<file path="config.mk">
export PLATFORM = sky130hd
export DESIGN_NAME = onchip_mem_arbiter
export DESIGN_NICKNAME = d
export VERILOG_FILES = /design/src/rtl/onchip_mem_arb_pkg.sv /design/src/rtl/onchip_mem_rd_tracker.sv /design/src/rtl/onchip_mem_arbiter.sv
export SDC_FILE = /design/constraint.sdc
export NUM_CORES = 1
export LEC_CHECK = 0
export CAP_MARGIN = 0
export CORE_UTILIZATION = 40
export DETAILED_ROUTE_END_ITERATION = 8
export GPL_TIMING_DRIVEN = 0
export PLACE_DENSITY = 0.78
export REMOVE_ABC_BUFFERS = 1
export SYNTH_ARGS = -nofsm -noshare
export SYNTH_HDL_FRONTEND = slang
export SYNTH_SLANG_ARGS = --single-unit
</file>
<file path="constraint.sdc">
create_clock -name clk -period 2.54 [get_ports clk]
set_input_delay 0.762 -clock clk [delete_from_list [all_inputs] [get_ports clk]]
set_output_delay 0.762 -clock clk [all_outputs]
set_load 0.05 [all_outputs]
</file>
<file path="src/rtl/onchip_mem_arb_pkg.sv">
`default_nettype none
// +------------------------------------------------------------------------+
// | Package     : onchip_mem_arb_pkg                                        |
// | Description : Shared widths, depth, read-owner encoding and the         |
// |               registered RAM command type for the on-chip RAM arbiter.  |
// | Revision    : 1.0 - initial release                                     |
// +------------------------------------------------------------------------+
package onchip_mem_arb_pkg;

  localparam int AW        = 14;
  localparam int DW        = 16;
  localparam int BEW       = DW / 8;
  localparam int MEM_DEPTH = 13000;

  // Which master a read in flight belongs to.
  typedef enum logic [1:0] {
    OWN_NONE = 2'd0,
    OWN_CPU  = 2'd1,
    OWN_LED  = 2'd2
  } owner_t;

  // One RAM command as presented on the slave side.
  typedef struct packed {
    logic [AW-1:0]  addr;
    logic [BEW-1:0] be;
    logic [DW-1:0]  wdata;
    logic           wr;
    logic           cs;
  } mem_cmd_t;

endpackage : onchip_mem_arb_pkg
`default_nettype wire

</file>
<file path="src/rtl/onchip_mem_rd_tracker.sv">
`default_nettype none
// +------------------------------------------------------------------------+
// | Module      : onchip_mem_rd_tracker                                     |
// | Description : Two-stage owner pipeline for reads in flight. Steers the  |
// |               RAM read data to the owning master two cycles after the   |
// |               read was accepted; out-of-range reads return zero.        |
// | Revision    : 1.0 - initial release                                     |
// +------------------------------------------------------------------------+
// | Ports                                                                   |
// |   clk, reset_n          clock, asynchronous active-low reset            |
// |   push_own_i            owner of the command accepted this cycle        |
// |   push_zero_i           accepted read is out of range (zero-fill)       |
// |   mem_readdata_i        RAM read data (one cycle after address)         |
// |   cpu_readdata_o/_valid_o, led_readdata_o/_valid_o   return ports       |
// +------------------------------------------------------------------------+
module onchip_mem_rd_tracker
  import onchip_mem_arb_pkg::*;
(
  input  logic          clk,
  input  logic          reset_n,
  input  owner_t        push_own_i,
  input  logic          push_zero_i,
  input  logic [DW-1:0] mem_readdata_i,
  output logic [DW-1:0] cpu_readdata_o,
  output logic          cpu_readdatavalid_o,
  output logic [DW-1:0] led_readdata_o,
  output logic          led_readdatavalid_o
);

  owner_t        own1_q, own2_q;
  logic          zero1_q, zero2_q;
  logic [DW-1:0] cpu_hold_q, led_hold_q;
  logic [DW-1:0] rdata;

  // Stage 1 lines up with the command on mem_*, stage 2 with mem_readdata.
  always_ff @(posedge clk or negedge reset_n) begin
    if (!reset_n) begin
      own1_q     <= OWN_NONE;
      own2_q     <= OWN_NONE;
      zero1_q    <= 1'b0;
      zero2_q    <= 1'b0;
      cpu_hold_q <= '0;
      led_hold_q <= '0;
    end else begin
      own1_q  <= push_own_i;
      zero1_q <= push_zero_i;
      own2_q  <= own1_q;
      zero2_q <= zero1_q;
      if (cpu_readdatavalid_o) cpu_hold_q <= rdata;
      if (led_readdatavalid_o) led_hold_q <= rdata;
    end
  end

  // Out-of-range reads never reached the RAM, so its output is stale.
  assign rdata               = zero2_q ? '0 : mem_readdata_i;
  assign cpu_readdatavalid_o = (own2_q == OWN_CPU);
  assign led_readdatavalid_o = (own2_q == OWN_LED);
  // Each port shows the last data it received while its valid is low.
  assign cpu_readdata_o      = cpu_readdatavalid_o ? rdata : cpu_hold_q;
  assign led_readdata_o      = led_readdatavalid_o ? rdata : led_hold_q;

endmodule : onchip_mem_rd_tracker
`default_nettype wire

</file>
<file path="src/rtl/onchip_mem_arbiter.sv">
`default_nettype none
// +------------------------------------------------------------------------+
// | Module      : onchip_mem_arbiter                                        |
// | Description : Shares one single-port on-chip RAM between the CPU data   |
// |               master (read/write) and the LED refresh reader (read).    |
// |               LED has priority; the CPU is forced through after         |
// |               MAX_CPU_WAIT consecutive refusals. One command per cycle, |
// |               registered onto mem_*; reads return after two cycles.     |
// | Build macro : ONCHIP_ARB_ROUND_ROBIN_EN - replaces the priority and     |
// |               starvation counter with alternating grant on contention.  |
// | Revision    : 1.0 - initial release                                     |
// +------------------------------------------------------------------------+
// | Ports                                                                   |
// |   clk, reset_n                      clock, async active-low reset       |
// |   cpu_* (address/byteenable/read/write/writedata -> waitrequest,        |
// |          readdata, readdatavalid)   CPU Avalon-style master side        |
// |   led_* (address/read -> waitrequest, readdata, readdatavalid)          |
// |   mem_* (address/byteenable/chipselect/write/writedata, readdata)       |
// |   addr_err                          pulse one cycle after an            |
// |                                     out-of-range accept                 |
// +------------------------------------------------------------------------+
module onchip_mem_arbiter
  import onchip_mem_arb_pkg::*;
#(
  parameter int MEM_DEPTH    = 13000,
  parameter int MAX_CPU_WAIT = 8
) (
  input  logic           clk,
  input  logic           reset_n,
  input  logic [AW-1:0]  cpu_address,
  input  logic [BEW-1:0] cpu_byteenable,
  input  logic           cpu_read,
  input  logic           cpu_write,
  input  logic [DW-1:0]  cpu_writedata,
  output logic           cpu_waitrequest,
  output logic [DW-1:0]  cpu_readdata,
  output logic           cpu_readdatavalid,
  input  logic [AW-1:0]  led_address,
  input  logic           led_read,
  output logic           led_waitrequest,
  output logic [DW-1:0]  led_readdata,
  output logic           led_readdatavalid,
  output logic [AW-1:0]  mem_address,
  output logic [BEW-1:0] mem_byteenable,
  output logic           mem_chipselect,
  output logic           mem_write,
  output logic [DW-1:0]  mem_writedata,
  input  logic [DW-1:0]  mem_readdata,
  output logic           addr_err
);

  localparam logic [AW:0] ADDR_LIMIT = (AW+1)'(MEM_DEPTH);

  logic cpu_req, led_req, cpu_gnt, led_gnt;

  // Gating with reset_n keeps both waitrequests high during reset.
  assign cpu_req = reset_n & (cpu_read | cpu_write);
  assign led_req = reset_n & led_read;

`ifdef ONCHIP_ARB_ROUND_ROBIN_EN
  // High when the CPU was the most recent winner.
  logic last_cpu_q, last_cpu_d;

  always_comb begin
    cpu_gnt    = cpu_req & (~led_req | ~last_cpu_q);
    led_gnt    = led_req & ~cpu_gnt;
    last_cpu_d = last_cpu_q;
    if (cpu_gnt)      last_cpu_d = 1'b1;
    else if (led_gnt) last_cpu_d = 1'b0;
  end

  always_ff @(posedge clk or negedge reset_n) begin
    if (!reset_n) last_cpu_q <= 1'b1;
    else          last_cpu_q <= last_cpu_d;
  end
`else
  localparam int            SW         = $clog2(MAX_CPU_WAIT + 1);
  localparam logic [SW-1:0] STARVE_MAX = SW'(MAX_CPU_WAIT);

  logic [SW-1:0] starve_q, starve_d;

  always_comb begin
    cpu_gnt  = cpu_req & (~led_req | (starve_q == STARVE_MAX));
    led_gnt  = led_req & ~cpu_gnt;
    starve_d = starve_q;
    if (!cpu_req || cpu_gnt)      starve_d = '0;
    else if (starve_q != STARVE_MAX) starve_d = starve_q + 1'b1;
  end

  always_ff @(posedge clk or negedge reset_n) begin
    if (!reset_n) starve_q <= '0;
    else          starve_q <= starve_d;
  end
`endif

  assign cpu_waitrequest = ~cpu_gnt;
  assign led_waitrequest = ~led_gnt;

  logic     cpu_inr, led_inr;
  mem_cmd_t cmd_d, cmd_q;
  logic     err_d, err_q;
  owner_t   own_d;
  logic     zero_d;

  assign cpu_inr = ({1'b0, cpu_address} < ADDR_LIMIT);
  assign led_inr = ({1'b0, led_address} < ADDR_LIMIT);

  // An out-of-range accept is still a normal handshake; it just never
  // selects the RAM. A simultaneous read+write is treated as a write.
  always_comb begin
    cmd_d  = '0;
    err_d  = 1'b0;
    own_d  = OWN_NONE;
    zero_d = 1'b0;
    if (cpu_gnt) begin
      cmd_d.addr  = cpu_address;
      cmd_d.be    = cpu_byteenable;
      cmd_d.wdata = cpu_writedata;
      cmd_d.wr    = cpu_write & cpu_inr;
      cmd_d.cs    = cpu_inr;
      err_d       = ~cpu_inr;
      if (!cpu_write) begin
        own_d  = OWN_CPU;
        zero_d = ~cpu_inr;
      end
    end else if (led_gnt) begin
      cmd_d.addr = led_address;
      cmd_d.be   = '1;
      cmd_d.cs   = led_inr;
      err_d      = ~led_inr;
      own_d      = OWN_LED;
      zero_d     = ~led_inr;
    end
  end

  always_ff @(posedge clk or negedge reset_n) begin
    if (!reset_n) begin
      cmd_q <= '0;
      err_q <= 1'b0;
    end else begin
      cmd_q <= cmd_d;
      err_q <= err_d;
    end
  end

  assign mem_address    = cmd_q.addr;
  assign mem_byteenable = cmd_q.be;
  assign mem_writedata  = cmd_q.wdata;
  assign mem_write      = cmd_q.wr;
  assign mem_chipselect = cmd_q.cs;
  assign addr_err       = err_q;

  onchip_mem_rd_tracker u_rd_tracker (
    .clk                 (clk),
    .reset_n             (reset_n),
    .push_own_i          (own_d),
    .push_zero_i         (zero_d),
    .mem_readdata_i      (mem_readdata),
    .cpu_readdata_o      (cpu_readdata),
    .cpu_readdatavalid_o (cpu_readdatavalid),
    .led_readdata_o      (led_readdata),
    .led_readdatavalid_o (led_readdatavalid)
  );

  // The CPU master must never raise read and write together.
  a_cpu_rd_wr_exclusive : assert property (
    @(posedge clk) disable iff (!reset_n) !(cpu_read && cpu_write)
  );

endmodule : onchip_mem_arbiter
`default_nettype wire

</file>
==> key figures <==
Run status
  • Status: finished clean

Worst setup path
  • Crit. End Element: output port
  • Max incr delay on CP: around 0.28 ns
  • CP Launch Type: input port
  • Ordered cell list for the critical path: dlygate4sd2_1 -> or2_4 -> o21a_4 -> and2_4 -> inv_4 -> buf_8
  • Worst-path fanout max: 5
  • Worst Path Arrival: around 1.8 ns
  • Required time of the critical path: approximately 1.8 ns
  • Worst reg2reg path depth: 8
  • CP max stage cell: or2_4
  • Critical Setup Path Class: input port to output port

CTS
  • Clk sinks: 77
  • CTS tree: built
  • H-tree levels: 3
  • CTS root buffer: clkbuf_8
  • Reg clk slew, reported paths: roughly 0.080 ns
  • Hold Buf Count CTS: 0
  • Skew-Pair Late Insertion Delay: about 0.34 ns
  • Max Buffers Root-to-Sink: 2
  • Cts bufs inserted: 9

Power and ir drop
  • Maximum VDD drop: ~0.00032 V
  • Leakage power: approximately 2.3 nW
  • Power per cell area: roughly 740 nW/µm²

Floorplan
  • Die width: between 80 and 90 µm
  • Io pins: approximately 140
  • Standard-cell row count: 30
  • Core Area: around 6900 µm²
  • Initial Utilization: a little over two fifths
  • Die height: 86.6 µm
  • Die area: about 7500 µm²

Timing
  • Fmax: ~400 MHz
  • Rel. slew slack: 63.3%
  • Fin crit period: 2.51 ns
  • Final clock skew: between 0.007 and 0.008 ns
  • RSZ-0062 raised after global routing: true
  • Tcrit/Tclk final: between 90% and 100%
  • Fin. max-slew vios: 0
  • Final setup fails: 0
  • Worst-Margin Slew: around 0.55 ns
  • Final Hold Fails: 0
  • Fin Setup TNS: 0 ns

Yosys
  • Synth Flop Type: dfrtp_1
  • Mean Syn Cell Area: approximately 12 µm²
  • Post-synth EDFFs: 0
  • Yosys reg bits: 77
  • YS warnings: 0
  • Post-synth cell types: 27
  • FFs w/ async S/R, synth: 100%
  • Post-Syn Area: around 2900 µm²
  • Cells after synthesis: between 200 and 250
  • Seq/Total Area, Yosys: about two thirds

GRT
  • First-pass GRT wire length: ~12,000 µm
  • Overall Global Routing Usage: 22.0%
  • Initial antenna violation count: 0
  • Total grt overflow: 0
  • Vias in the first global route: about 2,500
  • Largest net degree at the start of global routing: 40

Place
  • Gpl congestion: ~0.7
  • Hpwl dp: between 5000 and 6000 µm
  • Buffers on Ports: 137
  • Placed cells: around 460

Final layout
  • Synth-to-layout area growth: 63.7%
  • Diodes inserted: 0
  • Layout Nets: 461
  • Share of layout cells above drive strength 1: a little under a fifth
  • Layout Cells excl Fill: 493
  • Fillers: approximately 530
  • Most used cells in the layout excluding fill and tap cells: 97 x clkdlybuf4s50_1, 77 x dfrtp_1, 33 x nand2_1, 33 x buf_4, 30 x o21ai_1
  • Final Core Density: roughly two thirds
  • Commonest non-fill, non-tap cell in the layout: clkdlybuf4s50_1

Drt
  • Initial DRC count: 80
  • Routed wire length: slightly below 8000 µm
  • Drt pass-1 iters: 5
  • Final ANT Viol Nets: 0
  • Vias/cell: just under 5
  • DRC: 0
  • Drt wl/cell: about 16 µm
  • Routed vias: between 2,000 and 2,500

Hold path
  • Hold Crit Class: input port to asynchronous set/reset pin

Run
  • Max-cap viol count: 0
[metrics by stage]
step	worst slack (ns)	area, µm²	hold slack, ns	power (mW)
final	0.0317	4680	0.219	3.46
after global routing	-0.0293	4680	0.211	3.61
after CTS	-0.00280	4640	0.213	3.46
after detailed placement	-1.68	4310	0.338	2.54
after global placement	-4.42	4290	0.334	2.51
after floorplan	-0.581	2800	0.331	2.07
[worst paths after layout]
kind                                                   from                                     to  slack (ns)
min reg2reg                u_rd_tracker.own1_q[1]$_DFF_PN0_       u_rd_tracker.own2_q[1]$_DFF_PN0_        0.35
min in group clk           u_rd_tracker.own1_q[1]$_DFF_PN0_       u_rd_tracker.own2_q[1]$_DFF_PN0_        0.35
min                                                 reset_n  u_rd_tracker.cpu_hold_q[10]$_DFF_PN0_        0.22
max in group asynchronous                           reset_n   u_rd_tracker.cpu_hold_q[8]$_DFF_PN0_        1.75
max reg2reg                         starve_q[1]$_DFFE_PN0P_               mem_address[7]$_DFF_PN0_        0.71
max                                                cpu_read                        cpu_waitrequest        0.03
[power by group]
| part | internal (mW) | switching (mW) |
|---|---|---|
| clock network | 0.479 | 0.425 |
| logic | 0.403 | 0.749 |
| registers | 1.36 | 0.0418 |
| total | 2.24 | 1.22 |
[layer usage]
| metal | up-vias | share of wire [%] | GRT usage, % |
|---|---|---|---|
| met3 | 23 | 11 | 9.43 |
| li1 | 1131 | - | - |
| met4 | 0 | 3.1 | 12.9 |
| met2 | 124 | 49 | 36.9 |
| met5 | - | 0 | 0 |
| met1 | 1158 | 37 | 23.2 |
[what timing repair did]
action	4_1_cts	5_1_grt
setup buffers	9	0
cloned	4	0
pin swaps	3	3
setup endpoints to repair	53	23
resized for setup	276	27
[synth_stat cells, types with 2 or more instances]
cell type  number  area, µm²
a211oi_1        2       15.0
a21o_1          2       15.0
a22o_1         15        131
and3_1         18        113
buf_6           2       22.5
clkbuf_1        9       33.8
dfrtp_1        77       1930
ha_1            2       25.0
inv_1           6       22.5
nand2_1        33        124
nand2b_1       18        113
nand3_1         5       25.0
nor2_1          5       18.8
nor3_1          2       10.0
o21ai_0        35        175
[cell type report]
class	instances	area, µm²	share of cell area (%)
clock buffer	12	145	3.10
multi-input combinational	148	897	19.2
timing repair buffer	150	1520	32.5
inverter	6	25.0	0.534
clock inverter	4	47.5	1.02
sequential	77	1930	41.2
tap	96	120	2.57
[kinds of logic (layout without fill, tap and decap cells)]
| logic type | after synthesis | in the layout | synth area share [%] |
|---|---|---|---|
| AND/OR/NAND/NOR | 86 | 86 | 15.4 |
| flip-flops | 77 | 77 | 67.4 |
| buffers and inverters | 19 | 172 | 3.06 |
| AO/OA/AOI/OAI | 57 | 58 | 12.7 |
| adder cells (fa/ha/maj) | 2 | 2 | 0.875 |
| XOR/XNOR | 2 | 2 | 0.613 |
[critical path, delay by kind of cell]
kind | cells | cell delay (ns)
AOI/OAI and AO/OA | 1 | 0.13
buffers and inverters | 3 | 0.43
and+or+nand+nor | 2 | 0.43
[registers in the layout (all words and copies together), names as in the netlist]
register and flops:
addr_err 1, u_rd_tracker.zero2_q 1, u_rd_tracker.led_hold_q 16, mem_byteenable 2, mem_writedata 16, mem_chipselect 1
mem_write 1, mem_address 14, u_rd_tracker.own1_q 2, starve_q 4, u_rd_tracker.own2_q 2, u_rd_tracker.cpu_hold_q 16
u_rd_tracker.zero1_q 1
Note: power is estimated with default switching activity, not from simulation.
